--- config.mk ---
export PLATFORM = sky130hd
export DESIGN_NAME = control_unit
export DESIGN_NICKNAME = d
export VERILOG_FILES = /design/src/rtl/control_unit_pkg.sv /design/src/rtl/control_unit_decode.sv /design/src/rtl/control_unit.sv
export SDC_FILE = /design/constraint.sdc
export NUM_CORES = 1
export LEC_CHECK = 0
export CAP_MARGIN = 20
export CORE_UTILIZATION = 44
export CTS_BUF_LIST = sky130_fd_sc_hd__clkbuf_16
export DETAILED_ROUTE_END_ITERATION = 10
export PLACE_DENSITY = 0.85
export SLEW_MARGIN = 10
export SYNTH_ARGS = -nofsm -noshare
export SYNTH_HDL_FRONTEND = slang
export SYNTH_SLANG_ARGS = --single-unit
--- constraint.sdc ---
create_clock -name clk -period 2.7 [get_ports clk]
set_clock_uncertainty 0.2 [all_clocks]
set_input_delay 0.405 -clock clk [delete_from_list [all_inputs] [get_ports clk]]
set_output_delay 0.405 -clock clk [all_outputs]
set_load 0.01 [all_outputs]
--- src/rtl/control_unit_pkg.sv ---
// Shared definitions for the control unit: ALU and instruction opcodes, FSM states,
// instruction field positions and the decoded-instruction record.
package control_unit_pkg;

   localparam int unsigned InstrW = 16;

   // Instruction field positions
   localparam int unsigned OpLsb  = 12;
   localparam int unsigned RdLsb  = 8;
   localparam int unsigned RaLsb  = 4;
   localparam int unsigned RbLsb  = 0;
   localparam int unsigned ImmLsb = 0;

   localparam logic [2:0] AluAdd = 3'b000;
   localparam logic [2:0] AluSub = 3'b001;
   localparam logic [2:0] AluAnd = 3'b010;
   localparam logic [2:0] AluOr  = 3'b011;
   localparam logic [2:0] AluXor = 3'b100;
   localparam logic [2:0] AluNot = 3'b101;
   localparam logic [2:0] AluShl = 3'b110;
   localparam logic [2:0] AluShr = 3'b111;

   localparam logic [3:0] OpAddi = 4'h8;
   localparam logic [3:0] OpLd   = 4'h9;
   localparam logic [3:0] OpSt   = 4'hA;
   localparam logic [3:0] OpNop  = 4'hB;
   localparam logic [3:0] OpJmp  = 4'hC;
   localparam logic [3:0] OpBz   = 4'hD;
   localparam logic [3:0] OpBc   = 4'hE;
   localparam logic [3:0] OpHlt  = 4'hF;

   typedef enum logic [2:0] {
      StFetch,
      StDecode,
      StExec,
      StMem,
      StWb,
      StHalt
   } state_e;

   typedef enum logic [3:0] {
      ClsAlu,
      ClsImm,
      ClsLd,
      ClsSt,
      ClsJmp,
      ClsBz,
      ClsBc,
      ClsNop,
      ClsHlt
   } cls_e;

   typedef struct packed {
      cls_e       cls;
      logic [2:0] alu_opcode;
      logic [3:0] rd;
      logic [3:0] ra;
      logic [3:0] rb;
      logic [7:0] imm;
      state_e     next_state;
   } decode_t;

endpackage

--- src/rtl/control_unit_decode.sv ---
// Combinational instruction decode: class, ALU opcode, register fields and DECODE successor.
// CU_CARRY_BRANCH_EN enables opcode 1110 as BC; otherwise it decodes as NOP.
module control_unit_decode
   import control_unit_pkg::*;
(
   input  logic [InstrW-1:0] instr,
   output decode_t           dec
);

   logic [3:0] op;
   cls_e       cls;

   assign op = instr[OpLsb +: 4];

   always_comb begin
      cls = ClsNop;
      if (!op[3]) begin
         cls = ClsAlu;
      end else begin
         case (op)
            OpAddi:  cls = ClsImm;
            OpLd:    cls = ClsLd;
            OpSt:    cls = ClsSt;
            OpJmp:   cls = ClsJmp;
            OpBz:    cls = ClsBz;
`ifdef CU_CARRY_BRANCH_EN
            OpBc:    cls = ClsBc;
`endif
            OpHlt:   cls = ClsHlt;
            default: cls = ClsNop;
         endcase
      end
   end

   always_comb begin
      dec.cls        = cls;
      dec.rd         = instr[RdLsb +: 4];
      dec.ra         = instr[RaLsb +: 4];
      dec.rb         = instr[RbLsb +: 4];
      dec.imm        = instr[ImmLsb +: 8];
      dec.alu_opcode = (cls == ClsAlu) ? op[2:0] : AluAdd;
      case (cls)
         ClsAlu, ClsImm, ClsJmp, ClsBz, ClsBc: dec.next_state = StExec;
         ClsLd, ClsSt:                         dec.next_state = StMem;
         ClsHlt:                               dec.next_state = StHalt;
         default:                              dec.next_state = StFetch;
      endcase
   end

endmodule

--- src/rtl/control_unit.sv ---
// Multi-cycle sequencer: owns pc, IR and Z/C flags and drives datapath and data-RAM controls.
module control_unit
   import control_unit_pkg::*;
#(
   parameter int unsigned PC_W    = 8,
   parameter int unsigned INSTR_W = 16
) (
   input  logic               clk,
   input  logic               rst,
   output logic [PC_W-1:0]    instr_addr,
   input  logic [INSTR_W-1:0] instr_data,
   output logic [7:0]         ram_addr,
   output logic               ram_we,
   input  logic               alu_zero,
   input  logic               alu_carry,
   output logic [2:0]         alu_opcode,
   output logic [3:0]         ra_addr,
   output logic [3:0]         rb_addr,
   output logic [3:0]         write_addr,
   output logic               write_en,
   output logic               write_alu,
   output logic               is_load,
   output logic               imm_flag,
   output logic [7:0]         imm_data,
   output logic               halted
);

   state_e             state_q, state_d;
   logic [PC_W-1:0]    pc_q;
   logic [INSTR_W-1:0] ir_q;
   logic               z_q, c_q;
   logic [InstrW-1:0]  dec_instr;
   decode_t            dec;
   logic               take_branch;

   // In DECODE the IR is not loaded yet, so the successor state comes from the ROM word.
   assign dec_instr = (state_q == StDecode) ? instr_data : ir_q;

   control_unit_decode u_decode (
      .instr (dec_instr),
      .dec   (dec)
   );

   assign take_branch = (dec.cls == ClsJmp)
                      || ((dec.cls == ClsBz) && z_q)
                      || ((dec.cls == ClsBc) && c_q);

   assign instr_addr = pc_q;

   always_ff @(posedge clk) begin
      if (rst) begin
         state_q <= StFetch;
      end else begin
         state_q <= state_d;
      end
   end

   always_ff @(posedge clk) begin
      if (rst) begin
         pc_q <= '0;
         ir_q <= '0;
         z_q  <= 1'b0;
         c_q  <= 1'b0;
      end else begin
         if (state_q == StDecode) begin
            ir_q <= instr_data;
            pc_q <= pc_q + PC_W'(1);
         end
         if (state_q == StExec) begin
            if ((dec.cls == ClsAlu) || (dec.cls == ClsImm)) begin
               z_q <= alu_zero;
               c_q <= alu_carry;
            end
            if (take_branch) begin
               pc_q <= PC_W'(dec.imm);
            end
         end
      end
   end

   always_comb begin
      state_d = state_q;
      case (state_q)
         StFetch:  state_d = StDecode;
         StDecode: state_d = dec.next_state;
         StExec:   state_d = StFetch;
         StMem:    state_d = (dec.cls == ClsSt) ? StFetch : StWb;
         StWb:     state_d = StFetch;
         StHalt:   state_d = StHalt;
         default:  state_d = StFetch;
      endcase
   end

   always_comb begin
      ram_addr   = '0;
      ram_we     = 1'b0;
      alu_opcode = '0;
      ra_addr    = '0;
      rb_addr    = '0;
      write_addr = '0;
      write_en   = 1'b0;
      write_alu  = 1'b0;
      is_load    = 1'b0;
      imm_flag   = 1'b0;
      imm_data   = '0;
      halted     = 1'b0;
      if (state_q != StFetch) begin
         // ADDI and ST both source register A from the rd field.
         ra_addr    = ((dec.cls == ClsImm) || (dec.cls == ClsSt)) ? dec.rd : dec.ra;
         rb_addr    = dec.rb;
         write_addr = dec.rd;
         imm_data   = dec.imm;
         alu_opcode = dec.alu_opcode;
      end
      case (state_q)
         StExec: begin
            if ((dec.cls == ClsAlu) || (dec.cls == ClsImm)) begin
               write_en  = 1'b1;
               write_alu = 1'b1;
               imm_flag  = (dec.cls == ClsImm);
            end
         end
         StMem: begin
            ram_addr = dec.imm;
            ram_we   = (dec.cls == ClsSt);
         end
         StWb: begin
            ram_addr = dec.imm;
            write_en = 1'b1;
            is_load  = 1'b1;
         end
         StHalt:  halted = 1'b1;
         default: ;
      endcase
   end

endmodule
Word level (Yosys, flattened, before mapping) --
Memories as Yosys holds them, arrays and structs flattened. Index checks and enable logic that the tools add are counted. W data, S select, Z words.
Word-level totals: output and inout bits 45, memories 1, memory bits (read-only) 48, bits of input ports 20, register bits 29
Operators by class: add/sub/neg operators 1, eq/ne operators 16, mux-type cells 24, reduce and logical (&&, ||, !) cells 11
Memory list:
- (name not given) | depth 16, bits a word 3, rd ports 1, clocked after memory_dff 0, write ports 0, RTL line control_unit_decode.sv:42 | case (cls)
Operator list (number):
- $mux W8 | 5
- $eq A4 B4 Y1 const B | 6
- $pmux W4 S6 | 1
- $mux W4 | 5
- $mux W16 | 1
- $eq A4 B3 Y1 const B | 3
- $pmux W3 S4 | 1
- $mux W3 | 3
- $add A8 B1 Y8 const B | 1
- $mux W1 | 7
- $eq A3 B2 Y1 const B | 2
- $eq A3 B3 Y1 const B | 2
- $eq A4 B1 Y1 const B | 1
- $eq A4 B2 Y1 const B | 1
- $logic_not A4 Y1 | 1
- $logic_or A1 B1 Y1 | 4
- $eq A3 B1 Y1 const B | 1
- $logic_not A3 Y1 | 1
- $reduce_bool A3 Y1 | 1
- $logic_and A1 B1 Y1 | 2
- $pmux W1 S2 | 1
- $reduce_and A2 Y1 | 1
- $reduce_or A2 Y1 | 1

Depth between registers and ports, before layout --
Gate-level depths: netlist of the first run.
depth after elaboration 11, gate-level depth with buffers 7

Modules after synthesis --
A second synthesis of the first run with hierarchy kept.
Unflattened totals: cells, all modules 219, area, all modules 1933.1 um^2
By module, submodules not included:
- control_unit | cells an instance 176, instances 1, area an instance 1622.8 um^2
- control_unit_decode | cells an instance 43, instances 1, area an instance 310.3 um^2

Worst setup path after synthesis of the first run --
No wires, ideal clock.
path kind register to output, from register state_q[0], to output port ra_addr[0], arrival time 1.694 ns, data required time 2.095 ns, stages on the path, launching flop included 7, buffers on the path 2, slack 0.401 ns, cell sequence dfxtp_1 > buf_6 > nor3b_4 > buf_6 > mux2_4 > and2_4 > a211oi_1
Between the ends: word-level cells in the longest chain between the ends 9
RTL lines:
- start: declaration | RTL line control_unit.sv:28 | state_e state_q, state_d;
- start signal: assignment | RTL line control_unit.sv:52 | state_q <= StFetch;
- start signal: assignment | RTL line control_unit.sv:54 | state_q <= state_d;
- $eq A3 B1 Y1 | RTL line control_unit.sv:37 | assign dec_instr = (state_q == StDecode) ? instr_data : ir_q;
- $mux W16 | RTL line control_unit.sv:37
- $eq A4 B4 Y1 | RTL line control_unit_decode.sv:20 | case (op)
- $pmux W4 S6 | RTL line control_unit_decode.sv:20
- $mux W4 | RTL line control_unit_decode.sv:17 | if (!op[3]) begin
- $eq A4 B1 Y1 / $eq A4 B2 Y1 (equally long branches) | RTL line control_unit.sv:109 | ra_addr = ((dec.cls == ClsImm) || (dec.cls == ClsSt)) ? dec.rd : dec.ra;
- $logic_or A1 B1 Y1 | RTL line control_unit.sv:109
- $mux W4 | RTL line control_unit.sv:109
- $mux W4 * | RTL line control_unit.sv:107 | if (state_q != StFetch) begin
- end: declaration | RTL line control_unit.sv:17 | output logic [3:0] ra_addr,
Mark *: on every way between the ends. The rest lies on a longest branch, timed or not.

Worst setup path after layout of the first run --
from register state_q[2], to output port ram_addr[0]
Between the ends: word-level cells in the longest chain between the ends 3
RTL lines:
- $eq A3 B1 Y1 (tied with other cells) | RTL line control_unit.sv:37
- $mux W16 / $reduce_or A2 Y1 (equally long branches)
- $mux W8 * | RTL line control_unit.sv:115 | case (state_q)
- end: declaration | RTL line control_unit.sv:12 | output logic [7:0] ram_addr,
Marked as above.

==> results of run 1 <==
==> registers in the layout (all words and copies together) (netlist names) <==
signal,cells
instr_addr,8
ir_q,16
state_q,3
z_q,1
==> cells by family (layout without fill, tap and decap cells) <==
| family | count (synthesis) | count (layout) | synth area share [%] |
|---|---|---|---|
| buf+inv | 16 | 93 | 6.74 |
| compound gates | 30 | 30 | 12.7 |
| flops | 28 | 28 | 32.1 |
| simple gates | 87 | 87 | 27.1 |
| xor+xnor | 8 | 8 | 4.01 |
| fa+ha+maj | 1 | 1 | 0.717 |
| mux | 26 | 26 | 16.6 |
==> critical path: cells and delay by family, from the launching register on <==
family,cells,cell delay [ns]
and+or+nand+nor,4,0.76
buffers and inverters,2,0.70
DFF,1,0.34
==> per-stage QoR <==
step | std cells | hold slack, ns | utilization, % | area [um2]
final | 321 | 0.288 | 72.2 | 2700
after global placement | 311 | 0.266 | 65.8 | 2460
after detailed placement | 311 | 0.274 | 65.8 | 2460
after global routing | 321 | 0.317 | 72.2 | 2700
after CTS | 320 | 0.290 | 70.3 | 2630
after floorplan | 196 | 0.248 | - | 1750
==> per-layer routing <==
layer / track usage, % / routed length (um)
met1: 27.9 / 2080
met2: 41.4 / 2510
met3: 3.35 / 257
met4: 7.50 / 96
met5: 0 / 0
==> placed cells by master, fill, tap and decap left out, types with 2 or more instances in the layout <==
master / count
nand2b_1: 2
mux2i_2: 5
nor3_1: 3
buf_4: 19
xnor2_1: 6
xor2_1: 2
clkbuf_16: 3
dlygate4sd2_1: 11
mux2i_1: 8
inv_1: 3
dfxtp_2: 2
clkbuf_2: 3
nand2_1: 10
buf_6: 4
and3_1: 3
nand4_1: 2
mux2_2: 6
nor2_1: 37
nand3_1: 2
a311oi_1: 2
and2_1: 9
mux2_4: 2
clkdlybuf4s50_1: 38
o31ai_1: 3
dfxtp_1: 26
or2_2: 2
a211oi_1: 6
nor2b_1: 3
or3_1: 2
o21ai_0: 2
mux2i_4: 5
dlymetal6s2s_1: 8
a21oi_1: 9
==> final timing paths <==
check                                   to  cells after the start  slack, ns                   from
hold reg to reg           z_q$_SDFFE_PP0P_                      2       0.29       z_q$_SDFFE_PP0P_
setup / recovery               ram_addr[0]                      6       0.03  state_q[2]$_SDFF_PP0_
hold / removal            z_q$_SDFFE_PP0P_                      2       0.29       z_q$_SDFFE_PP0P_
setup reg to reg  instr_addr[5]$_SDFF_PP0_                      7       0.52  state_q[2]$_SDFF_PP0_
==> where the power goes <==
group          leakage [uW]  internal (uW)  total [uW]  switching (uW)
Combinational      0.000925            284         540             257
Sequential         0.000229            446         477            31.2
Clock             0.0000511            296         443             147
Total               0.00120           1020        1460             435
==> timing repair <==
| item | 4_1_cts | 5_1_grt |
|---|---|---|
| resized for setup | 31 | 31 |
| buffers inserted | 5 | 1 |
| endpoints found under the setup margin | 19 | 21 |
| gates cloned | 0 | 0 |
| pin swaps | 2 | 2 |
==> area by class of cell <==
class | count | area share, %
multi-input cells | 152 | 42.9
repair buffers | 86 | 29.8
flip-flops and latches | 28 | 20.8
clock buffers | 3 | 2.78
well taps | 48 | 2.22
clock inverters | 1 | 1.11
inverters | 3 | 0.416
==> impl_metrics.py, run 1 <==
metrics = {
    "run_status": {
        "outcome": "finished, final reports clean",
    },
    "worst_setup_path": {
        "critical_path_class": "reg2out",
        "end_kind": "output pin",
        "crit_chain": "buf_4 -> nand2b_4 -> or2_2 -> nand2_4 -> and2_1 -> clkdlybuf4s50_1",
        "cp_max_fo": 10,
        "slowest_stage": "clkdlybuf4s50_1",
        "slowest_delay_ns": 0.53,
        "arrival_ns": 2.07,
        "critPathRequiredTime_ns": 2.10,
        "cp-start-kind": "flop",
    },
    "hold_path": {
        "hold_path.class": "reg2reg",
    },
    "run": {
        "max_cap_viol_count": 0,
    },
    "routing": {
        "wirelength_um": 4940,
        "antenna_left": 0,
        "dr.pass1.iters": 4,
        "wl_per_cell_um": 15.4,
        "drcViolationCount": 0,
        "routed-via-count": 1721,
        "viasPerCell": 5.36,
        "drtIter0Drc": 74,
    },
    "synthesis": {
        "synth_top_cell_by_area": "dfxtp_1",
        "syn_area_mm2": 0.00175,
        "syn_inst": 196,
        "synthFlopType": "dfxtp_1",
        "ys.warnings.count": 0,
        "synth.most_common_cell": "nor2_1",
        "seq_area_frac_synth_pct": 32.1,
        "synth_top_area_share_pct": 32.1,
        "synth.area.top_cells": "dfxtp_1 32%, mux2i_1 9.7%, nor2_1 8.2%",
        "synth-seq-cells": 28,
        "synth_common_cells": "38 x nor2_1, 28 x dfxtp_1, 17 x mux2i_1, 11 x nand2_1",
        "ys_types": 46,
        "avgSynthCellArea_um2": 8.91,
        "async_flop_share_pct": 0,
        "synth.net_count": 217,
        "synth-edff-count": 0,
    },
    "clocking": {
        "clock-root-buffer": "clkbuf_16",
        "path_clk_slew_ns": 0.07,
        "numCtsBuffers": 3,
        "cts_max_path_buffers": 2,
        "cts_hold_buf": 0,
        "htreeDepth": 1,
        "clock_latency_ns": 0.26,
        "cts.sinks": 28,
        "tritoncts": "yes",
    },
    "sta": {
        "rsz0062_at_grt": "yes",
        "worst_slack_ns": 0.0270,
        "min_period_over_period_pct": 99.0,
        "slew_headroom_pct": 56.0,
        "setup_violations": 0,
        "hold_viol": 0,
        "max_freq_mhz": 374,
        "maxSlewViolCount": 0,
        "period_needed_ns": 2.67,
        "finalSetupTns_ns": 0,
        "worst_slew_pin_slew_ns": 0.657,
    },
    "floorplan": {
        "die_width_um": 65.0,
        "dieHeight_um": 65.0,
        "core_area_mm2": 0.00374,
        "initial_utilization_pct": 46.6,
        "fp-row-count": 22,
        "dieArea_mm2": 0.00422,
        "boundaryPins": 65,
    },
    "placement": {
        "preCtsSetupSlack_ns": -0.124,
        "place_congestion": 0.767,
        "port_buffers": 63,
        "hpwl_um": 3480,
    },
    "power_and_ir_drop": {
        "power_density_mw_per_mm2": 540,
        "p_leak_uw": 0.00120,
        "p_total_uw": 1460,
        "max-vdd-ir-drop_mv": 0.285,
    },
    "global_routing": {
        "antenna_found_initial": 0,
        "grt-ovfl-total": 0,
        "grt_pass1_vias": 1586,
        "grt_max_degree": 18,
        "track_usage_pct": 23.1,
        "grt_pass1_wl_um": 7560,
    },
    "cells_and_area": {
        "antenna_cells": 0,
        "fillCellCount": 300,
        "drive_gt1_share_pct": 23.8,
        "nets": 295,
        "seq_area_um2": 563,
        "syn_to_final_growth_pct": 54.9,
        "multiInputGateArea_mm2": 0.00116,
    },
}
(Power assumes the default switching activity.)
==> run 2, diff against run 1 <==
Settings changed: CORE_MARGIN from default to 3.
==> run 2 against run 1 <==
  * Maximum frequency is 2.3% higher
  * Critical path depth unchanged
  * First-iteration DRC count down 31%
  * Worst setup slack better by 0.061 ns
  * Count of clock-buffer cells in the layout unchanged
  * Sequential share of layout area rose by 0.15 points
  * Cell area shrank 1.2%
  * Critical path type unchanged
==> impl_metrics.py, run 2 (synthesis results as in run 1) <==
metrics = {
    "routing": {
        "drcViolationCount": 0,
        "dr.pass1.iters": 4,
        "wirelength_um": 4680,
        "routed-via-count": 1672,
        "viasPerCell": 5.21,
        "antenna_left": 0,
        "drtIter0Drc": 51,
        "wl_per_cell_um": 14.6,
    },
    "clocking": {
        "clock-root-buffer": "clkbuf_16",
        "tritoncts": "yes",
        "htreeDepth": 1,
        "cts.sinks": 28,
        "cts_max_path_buffers": 2,
        "clock_latency_ns": 0.26,
        "path_clk_slew_ns": 0.07,
        "cts_hold_buf": 0,
        "numCtsBuffers": 3,
    },
    "power_and_ir_drop": {
        "switching_share_pct": 29.2,
        "p_clk_share_pct": 30.8,
        "combPwrFrac_pct": 36.4,
        "p_total_uw": 1440,
        "max-vdd-ir-drop_mv": 0.316,
        "p_leak_uw": 0.00118,
        "seq_power_share_pct": 32.8,
        "switchingPower_uw": 420,
        "internal_power_uw": 1020,
        "power_density_mw_per_mm2": 539,
    },
    "floorplan": {
        "dieHeight_um": 69.0,
        "dieArea_mm2": 0.00476,
        "die_width_um": 69.0,
        "fp-row-count": 22,
        "core_area_mm2": 0.00374,
        "boundaryPins": 65,
        "initial_utilization_pct": 46.6,
    },
    "cells_and_area": {
        "regMostFlops": "ir_q",
        "fin_util_pct": 71.4,
        "drive_gt1_share_pct": 19.8,
        "layout_commonest_cell": "clkdlybuf4s50_1",
        "syn_to_final_growth_pct": 53.1,
        "final_cells": 321,
        "fillCellCount": 290,
        "seq_area_um2": 561,
        "nets": 295,
        "multiInputGateArea_mm2": 0.00111,
        "final_cell_mix": "43 x clkdlybuf4s50_1, 38 x nor2_1, 28 x dfxtp_1",
        "largest_reg_flops": 16,
        "antenna_cells": 0,
    },
    "worst_setup_path": {
        "crit_chain": "nor3b_4 -> buf_4 -> mux2_4 -> or2_2 -> nor2_1 -> dlygate4sd2_1",
        "end_kind": "output pin",
        "cp_max_fo": 5,
        "critPathRequiredTime_ns": 2.10,
        "r2r-start": "state_q[2]$_SDFF_PP0_",
        "slowest_stage": "mux2_4",
        "ff2ff_path_depth": 7,
        "slowest_delay_ns": 0.34,
        "critical_path.reg2reg.endpoint": "instr_addr[5]$_SDFF_PP0_",
        "rrSetupSlack_ns": 0.55,
        "arrival_ns": 2.01,
        "critical_path_class": "reg2out",
        "cp-start-kind": "flop",
    },
    "placement": {
        "placed_cells": 312,
        "preCtsSetupSlack_ns": -0.0807,
        "place_congestion": 0.813,
        "hpwl_um": 3380,
        "port_buffers": 63,
    },
    "hold_path": {
        "min_to": "ir_q[9]$_SDFF_PP0_",
        "hold_start": "ir_q[9]$_SDFF_PP0_",
        "hold_depth": 2,
        "hold_path.class": "reg2reg",
    },
    "global_routing": {
        "track_usage_pct": 20.5,
        "grt_pass1_wl_um": 7450,
        "antenna_found_initial": 0,
        "grt_pass1_vias": 1593,
        "grt-ovfl-total": 0,
        "grt_max_degree": 17,
    },
    "sta": {
        "worst_slack_ns": 0.0877,
        "finalSetupTns_ns": 0,
        "min_period_over_period_pct": 96.8,
        "slew_headroom_pct": 68.8,
        "worst_slew_pin_slew_ns": 0.467,
        "hold_viol": 0,
        "maxSlewViolCount": 0,
        "setup_violations": 0,
        "period_needed_ns": 2.61,
        "max_freq_mhz": 383,
    },
    "run": {
        "max_cap_viol_count": 0,
    },
    "run_status": {
        "outcome": "finished, final reports clean",
    },
}
==> run 2: cell types whose count changed in the layout (fill, tap and decap cells not counted), sizes merged <==
cell           delta
clkdlybuf4s50     +5
clkbuf            -2
dlymetal6s2s      -2
buf               -1
clkdlybuf4s15     -1
dlygate4sd2       +1
==> run 2: metal layers <==
metal  vias to the layer above  part of all wire (%)  routed length [um]  GRT usage (%)
met2                        52                    50                2330           35.5
li1                        836                     -                   -              -
met3                         6                   5.5                 255           3.57
met1                       778                    44                2060           26.4
met5                         -                     0                   0              0
met4                         0                  0.60                  28           4.87
==> run 2: worst max-delay path: cells and delay by family, from the launching register on <==
kind / cells / cell delay [ns]
buffers and inverters: 2 / 0.41
DFF: 1 / 0.33
muxes: 1 / 0.34
and+or+nand+nor: 3 / 0.66
==> run 2: cell type report <==
class | instances | share of cell area [%]
multi-input combinational | 152 | 41.7
timing repair buffer | 86 | 30.7
sequential | 28 | 21.0
clock buffer | 3 | 2.81
tap | 48 | 2.25
clock inverter | 1 | 1.12
inverter | 3 | 0.421
==> run 2: worst max-delay path by stage <==
stage	endpoint	slack, ns	depth (start not counted)	start
3_5_place_dp	ra_addr[0]	-0.08	6	instr_data[12]
5_1_grt	alu_opcode[2]	-0.002	6	state_q[2]$_SDFF_PP0_
3_3_place_gp	ra_addr[2]	-0.08	6	instr_data[14]
6_report	alu_opcode[2]	0.09	6	state_q[2]$_SDFF_PP0_
2_1_floorplan	ra_addr[0]	0.40	6	state_q[0]$_SDFF_PP0_
4_1_cts	ram_addr[2]	0.03	6	state_q[2]$_SDFF_PP0_
==> run 2: what timing repair did <==
item / 4_1_cts / 5_1_grt
setup endpoints to repair: 21 / 11
gates resized for setup: 23 / 15
gates cloned: 0 / 0
setup buffers: 5 / 0
pin swaps: 1 / 0
==> run 2: per-stage QoR <==
stage               cell area, um2  hold slack (ns)
CTS                           2630            0.315
detailed placement            2470            0.267
finish                        2670            0.328
global route                  2670            0.356
global placement              2470            0.264
floorplan                     1750            0.248
==> run 2: power groups by stage <==
stage               Clock (uW)  Combinational [uW]  Sequential [uW]
CTS                        444                 509              470
finish                     444                 524              472
detailed placement           0                 489              479
global route               459                 568              477
global placement             0                 484              478
floorplan                    0                 302              476
==> run 3, diff against run 2 <==
Settings changed: GPL_ROUTABILITY_DRIVEN from default to 0.
==> results of run 3 <==
No change in the layout: final DEF, timing and power equal those of run 2.
==> edit, RTL diff (settings of run 3) <==
Add a define of `CU_CARRY_BRANCH_EN`.
--- a/src/rtl/control_unit_decode.sv
+++ b/src/rtl/control_unit_decode.sv
@@ -1,5 +1,7 @@
 // Combinational instruction decode: class, ALU opcode, register fields and DECODE successor.
 // CU_CARRY_BRANCH_EN enables opcode 1110 as BC; otherwise it decodes as NOP.
+`define CU_CARRY_BRANCH_EN
+
 module control_unit_decode
    import control_unit_pkg::*;
 (
Formal check against the unedited RTL: not equivalent (a bounded check fails within 4 cycles, from zero or initial values and one cycle with rst high).
==> edit against run 3 <==
- the run now ends with setup timing left
- final area up 9.0%
- setup slack worse by 0.12 ns
- routed wire length up 28%
- sequential cell count up 1
- fmax down 4.4%
- worst hold slack worse by 0.0038 ns
- critical path depth up 2
- count of clock-buffer cells in the layout up 2
- register-to-register slack worse by 0.47 ns
- final cell count up 3.7%
- synthesized area down 6.9%
- critical path type unchanged
Power is not compared: it rests on default switching activity, and its combinational part moved more than twofold at a synthesized area within 25%.
==> edit: results (changes against run 3) <==
=================================================================================================================
Metal1 wirelength                                                                                         2217 um   +7.5%
Clock insertion delay at the later pin of the skew report                                                 0.28 ns   +0.02 ns
Global routing usage on met3                                                                              0.07251   +0.03686
Top cells by area, synth                                                                             dfxtp_1 36%, mux2i_1 9.2%, nor2_1 8.8%
Final HPWL from detailed placement                                                                        3362 um   -0.47%
Xor-xnor portion of the synthesized cell area                                                             0.04311   +0.002967
Number of setup violations in the final report                                                                  2   +2
Total number of H-tree levels                                                                                   2   +1
Syn_nets                                                                                                      211   -2.8%
Iteration-0 DRC count of the detailed router                                                                  209   +310%
Number of gates resized after CTS                                                                              32   +39%
Final layout net count                                                                                        307   +4.1%
Unique cell type count in the Yosys netlist                                                                    37   -20%
Slowest Stage Delay on Critical Path                                                                      0.31 ns   -0.03 ns
Setup slack of the most critical reg-to-reg path                                                          0.08 ns   -0.47 ns
Setup WS post-layout                                                                                  -0.03387 ns   -0.1215 ns
Post-synthesis sequential element count                                                                        29   +3.6%
Share of the final layout cell area in multi-input gates                                                   0.3774   -0.03972
Arithmetic-cell share of the synthesized area counting full adders, half adders and majority gates       0.007698   +0.0005298
Violations in the final reports                                                                      setup timing
Vias in the first global route                                                                              1,817   +14%
Outcome                                                                                              complete, but fails checks
Count of filler cells inserted in the layout                                                                  183   -37%
Fraction of final layout cells with drive strength greater than 1                                          0.2648   +0.06701
Drt via density                                                                                             5.574   +7.0%
Final-layout worst hold slack                                                                           0.3244 ns   -0.003769 ns
Post-synthesis sequential area ratio                                                                       0.3572   +0.03605
DR WL met3                                                                                                 541 um   +110%
CP arrival                                                                                                2.13 ns   +0.12 ns
Cell class contributing the biggest share of worst-path delay                                        buffers and inverters
Commonest cells in the netlist                                                                       38 x nor2_1, 29 x dfxtp_1, 15 x mux2i_1
Quantity of I/O buffers inserted on ports                                                                      64   +1.6%
Final Core Density                                                                                         0.8466   +0.1327
Slowest stage cell, crit path                                                                             dfxtp_1
Non-clock buffer share of cell area                                                                        0.3452   +0.03810
Clock buf/inv share                                                                                       0.05582   +0.01649
Non-clock inverter count                                                                                        2   -1
Post-CTS repair timing setup buffer count                                                                       2   -3
Clock transition at path regs                                                                             0.05 ns   -0.02 ns
=================================================================================================================
==> edit: path summary, 6_finish.rpt <==
kind                                             from                  endpoint  cells past startpoint
worst max register to register  state_q[2]$_SDFF_PP0_  instr_addr[2]$_SDFF_PP0_                      9
worst min register to register       c_q$_SDFFE_PP0P_          c_q$_SDFFE_PP0P_                      2
worst min-delay path                 c_q$_SDFFE_PP0P_          c_q$_SDFFE_PP0P_                      2
worst max-delay path            state_q[2]$_SDFF_PP0_             alu_opcode[2]                      8
==> edit: stage by stage <==
stage | setup slack [ns] | power, uW | instances | TNS (ns)
after floorplan | 0.07805 | 975.3 | 190 | 0
after global routing | -0.09075 | 2358 | 333 | -0.3764
final | -0.03387 | 2265 | 333 | -0.05362
after CTS | -0.03934 | 2073 | 326 | -0.1021
after global placement | -0.1807 | 1379 | 315 | -0.7602
after detailed placement | -0.1395 | 1395 | 315 | -0.8629
==> edit: power by group <==
group	internal [uW]	total [uW]	switching, uW
logic	608	1110	498
clock network	428	622	194
registers	484	536	52.2
total	1520	2260	745
